$ cat config.mk
export PLATFORM = sky130hd
export DESIGN_NAME = seq_div_16by8
export DESIGN_NICKNAME = d
export VERILOG_FILES = /design/src/rtl/seq_div_pkg.sv /design/src/rtl/div_step.sv /design/src/rtl/seq_div_16by8.sv
export SDC_FILE = /design/constraint.sdc
export NUM_CORES = 1
export LEC_CHECK = 0
export CAP_MARGIN = 10
export CORE_MARGIN = 3
export CORE_UTILIZATION = 50
export CTS_CLUSTER_DIAMETER = 120
export DETAILED_ROUTE_END_ITERATION = 10
export PLACE_DENSITY = 0.76
export REMOVE_ABC_BUFFERS = 1
export SETUP_SLACK_MARGIN = 0.02
export SLEW_MARGIN = 20
export SYNTH_ARGS = -nofsm -noshare
export SYNTH_HDL_FRONTEND = slang
export SYNTH_SLANG_ARGS = --single-unit
$ cat constraint.sdc
create_clock -name clk -period 2.15 [get_ports clk]
set_input_delay 0.215 -clock clk [delete_from_list [all_inputs] [get_ports clk]]
set_output_delay 0.215 -clock clk [all_outputs]
set_load 0.02 [all_outputs]
$ cat src/rtl/seq_div_pkg.sv
// seq_div_pkg: shared widths, state encoding and constants for the
// sequential 16/8 restoring divider.
package seq_div_pkg;

  localparam int DIV_DW = 16;
  localparam int DIV_VW = 8;

  typedef enum logic [1:0] {
    IDLE,
    RUN,
    DONE
  } div_state_t;

  localparam logic [DIV_DW-1:0] DIV_DBZ_Q = 16'hFFFF;

endpackage

$ cat src/rtl/div_step.sv
// div_step: one combinational restoring-division step.
// Ports: t (shifted partial remainder), divisor in; r_nxt, qbit out.
module div_step
  import seq_div_pkg::*;
#(
  parameter int VW = DIV_VW
) (
  input  logic [VW:0]   t,
  input  logic [VW-1:0] divisor,
  output logic [VW:0]   r_nxt,
  output logic          qbit
);

  // 9-bit subtract; the extra top bit is the borrow out.
  logic [VW+1:0] diff;

  assign diff  = {1'b0, t} - {2'b00, divisor};
  assign qbit  = ~diff[VW+1];
  assign r_nxt = qbit ? diff[VW:0] : t;

endmodule

$ cat src/rtl/seq_div_16by8.sv
// seq_div_16by8: 16/8 sequential restoring divider, start/busy/done.
// Ports: clk, rst_n, start, dividend, divisor in; busy, done, quotient,
// remainder, dbz, ovf out. Option macro: SEQ_DIV_OVF_CHK_EN (ovf check).
module seq_div_16by8
  import seq_div_pkg::*;
#(
  parameter int DW = DIV_DW,
  parameter int VW = DIV_VW
) (
  input  logic          clk,
  input  logic          rst_n,
  input  logic          start,
  input  logic [DW-1:0] dividend,
  input  logic [VW-1:0] divisor,
  output logic          busy,
  output logic          done,
  output logic [DW-1:0] quotient,
  output logic [VW-1:0] remainder,
  output logic          dbz,
  output logic          ovf
);

  localparam int CW = $clog2(DW);

  div_state_t    state;
  logic [CW-1:0] cnt;
  logic [DW-1:0] q;
  logic [VW:0]   r;
  logic [VW-1:0] dvs;

  logic [VW:0]   t;
  logic [VW:0]   r_nxt;
  logic          qbit;
  logic [DW-1:0] q_nxt;
  logic          last;
  logic          accept;

  assign t      = {r[VW-1:0], q[DW-1]};
  assign q_nxt  = {q[DW-2:0], qbit};
  assign last   = (cnt == CW'(DW - 1));
  assign accept = (state == IDLE) && start;

  div_step #(
    .VW(VW)
  ) u_step (
    .t      (t),
    .divisor(dvs),
    .r_nxt  (r_nxt),
    .qbit   (qbit)
  );

  // r stays below the divisor, so its top bit is always zero.
  logic unused_rtop;
  assign unused_rtop = ^{r[VW], r_nxt[VW]};

  always_ff @(posedge clk or negedge rst_n) begin
    if (!rst_n) begin
      state     <= IDLE;
      cnt       <= '0;
      q         <= '0;
      r         <= '0;
      dvs       <= '0;
      busy      <= 1'b0;
      done      <= 1'b0;
      quotient  <= '0;
      remainder <= '0;
      dbz       <= 1'b0;
    end else begin
      done <= 1'b0;
      unique case (state)
        IDLE: begin
          if (start) begin
            busy <= 1'b1;
            if (divisor == '0) begin
              state     <= DONE;
              done      <= 1'b1;
              quotient  <= DIV_DBZ_Q;
              remainder <= dividend[VW-1:0];
              dbz       <= 1'b1;
            end else begin
              state <= RUN;
              q     <= dividend;
              r     <= '0;
              dvs   <= divisor;
              cnt   <= '0;
              dbz   <= 1'b0;
            end
          end
        end
        RUN: begin
          q   <= q_nxt;
          r   <= r_nxt;
          cnt <= cnt + 1'b1;
          if (last) begin
            state     <= DONE;
            done      <= 1'b1;
            quotient  <= q_nxt;
            remainder <= r_nxt[VW-1:0];
          end
        end
        DONE: begin
          state <= IDLE;
          busy  <= 1'b0;
        end
        default: begin
          state <= IDLE;
          busy  <= 1'b0;
        end
      endcase
    end
  end

`ifdef SEQ_DIV_OVF_CHK_EN
  // Quotient wider than VW bits: dividend is not an 8x8 product.
  always_ff @(posedge clk or negedge rst_n) begin
    if (!rst_n) begin
      ovf <= 1'b0;
    end else if (accept) begin
      ovf <= 1'b0;
    end else if (state == RUN && last) begin
      ovf <= |q_nxt[DW-1:VW];
    end
  end
`else
  assign ovf = 1'b0;
`endif

endmodule

==> results.yml <==
routing:
  drt-pass1-iter-count: 4
  first_iter_violations: 160
  vias: 2777
  drt-total-wl_um: 7990
  vias_per_cell: 5.921
  drt-wirelength-per-cell_um: 17.04
  drc: 0
  ant_nets: 0
global_routing:
  grtUsageMet3_pct: 4.352
  grt_first_pass_wirelength_um: 13300
  grt_overflow: 0
  grt_usage_pct: 22.66
  grt_pass1_vias: 2771
  grt_max_degree: 36
  grtUsageMet1_pct: 30.02
  antenna_found_initial: 0
  grt_util_met2_pct: 36.44
  grt_busiest_layer: "met2"
setup_path:
  cp.required_ps: 2400
  arrival_ps: 2320
  end_kind: "register"
  cp_max_fo: 8
  criticalPathCategory: "reg -> reg"
  regToRegSetupSlack_ps: 70
  cp-start-kind: "register"
floorplanning:
  coreArea_mm2: 0.006166
  dieArea_mm2: 0.007618
  rows: 28
  die_h_um: 87.28
  start_util_pct: 53.57
  die-width_um: 87.28
  io_pins: 55
clock_network:
  cts_made_buffers: 9
  clkSinkCount: 65
  cts-root-buf: "clkbuf_8"
  clk_latency_ps: 340
  cts_max_level: 3
  clkTransAtPathRegs_ps: 80
  cts_tree: "done"
  cts_buffer_depth: 2
sta:
  slew-limit-headroom_pct: 62.21
  fmax_mhz: 481.9
  timing.final.max_slew_violations: 0
  fin_skew_ps: 5.113
  hold_slack_ps: 422.7
  fin_crit_ps: 2075
  tightestPinTransition_ps: 563.4
  setup_viol: 0
  setup_ws_ps: 74.87
  timing.final.hold_violations: 0
  grt_setup_unrepaired: "yes"
  period_share_pct: 96.52
placed_design:
  port_buffers: 53
  place_congestion: 0.8471
  dp_slack_ps: 1.912
  hpwlAfterDp_um: 5398
  place_area_mm2: 0.003954
  dp_cells: 451
yosys:
  netlist_area_mm2: 0.003303
  ys_warn_count: 0
  synth_edf_count: 0
  yosysTopAreaCellShare_pct: 49.24
  synthArstFlopShare_pct: 100.0
  yosysMostFrequentCell: "dfrtp_1"
  yosysUniqueCellTypes: 59
  synth_seq_cells: 65
  ys_seq_area_share_pct: 49.24
  synthTopCellsByCount: "65 x dfrtp_1, 48 x nand2_1, 23 x nor2_1, 16 x a31oi_1"
  postSynthCellCount: 327
  syn_area_per_cell_um2: 10.10
  synth_area_leaders: "dfrtp_1 49%, nand2_1 5.5%, o22a_1 4.0%"
  yosysTopAreaCell: "dfrtp_1"
  yosys_most_used_dff: "dfrtp_1"
run:
  maxCapViolations: 0
finish:
  nFillCells: 474
  seq_area_mm2: 0.001627
  syn_to_final_growth_pct: 27.92
  layout-drive-gt1-share_pct: 14.47
  antenna_cells: 0
  multiInputGateArea_mm2: 0.001544
  finish.net_count: 427
  final_area_mm2: 0.004225
  layout.cells.non_filler: 469
pwr:
  vdd_drop_max_mv: 1.064
  p_total_uw: 7269
  cellLeakagePower_uw: 0.001771
  power_density_mw_per_mm2: 1720
min_path:
  hold_path.class: "in -> reg"
run_status:
  outcome: "completed"
repair_timing:
action / in CTS / in global routing
setup endpoints to repair: 4 / 15
hold endpoints to repair: 65 / 0
gates resized for setup: 2 / 8
buffers inserted: 0 / 2
pin swaps: 0 / 3
hold buffers: 1 / 0
cell families after synthesis:
kind of cell / synth area share, %
buffers and inverters: 5.378
other: 0.1135
multiplexers: 1.932
AND/OR/NAND/NOR: 16.17
adder cells (fa/ha/maj): 4.015
XOR/XNOR: 0.5304
AO/OA/AOI/OAI: 22.61
flip-flops: 49.24
routing by layer:
metal / routed length, um / part of all wire, %
met5: 0 / 0
met4: 95 / 1.2
met3: 382 / 4.8
met2: 3940 / 49
met1: 3571 / 45
per-stage QoR:
stage	util [%]	setup TNS, ps
after floorplan	-	-53.16
after global placement	64.12	0
after detailed placement	64.12	0
after CTS	67.51	0
after global routing	68.53	0
final	68.53	0
critical path, stage by stage, from the launching register on:
cell and delay, ps:
dfrtp_1 440, ha_1 370, o21a_1 230, o221a_4 320
buf_12 140, o211a_1 230, o31ai_1 240
layout by cell type (no fill, tap or decap), types with 3 or more instances in the layout:
cell              n
clkdlybuf4s50_1  52
dfrtp_1          65
o31a_1            3
a21o_1            3
a21oi_1           9
o21ai_0          15
buf_4            14
nand4_1           4
buf_12            4
o211ai_1          4
o21ai_1           6
a211oi_2          4
o22a_1           15
inv_1            13
nand2_1          48
a31oi_1          16
o31ai_1           7
ha_1              8
nor3_1           10
clkbuf_8          9
and2_1            3
nand3_1           4
nor2_1           22
mux2i_1           3
area by class of cell:
class / count / area share, %
inverters: 13 / 1.155
clock inverters: 6 / 1.599
well taps: 75 / 2.221
multi-input cells: 229 / 36.54
flip-flops and latches: 65 / 38.50
clock buffers: 9 / 2.932
repair buffers: 72 / 17.06
power breakdown:
group | switching [uW] | leakage, uW | internal (uW)
combinational | 2190 | 0.000902 | 1820
clock | 488 | 0.0000917 | 532
sequential | 422 | 0.000777 | 1820
sequential cells by signal, indices dropped and copies added (netlist names), 2 cells and up:
signal and count:
dvs 8, remainder 8, cnt 4, state 2
q 16, quotient 16, r 8
worst paths after layout:
check	start	endpoint	cells past startpoint
worst min register to register	quotient[6]$_DFFE_PN0P_	quotient[6]$_DFFE_PN0P_	1
worst min-delay path	dividend[12]	q[12]$_DFFE_PN0P_	3
worst max-delay path	r[2]$_DFFE_PN0P_	r[7]$_DFFE_PN0P_	6
min in group asynchronous	rst_n	quotient[12]$_DFFE_PN0P_	3
max in group asynchronous	rst_n	r[7]$_DFFE_PN0P_	3
worst max register to register	r[2]$_DFFE_PN0P_	r[7]$_DFFE_PN0P_	6
Note: power is estimated with default switching activity, not from simulation.
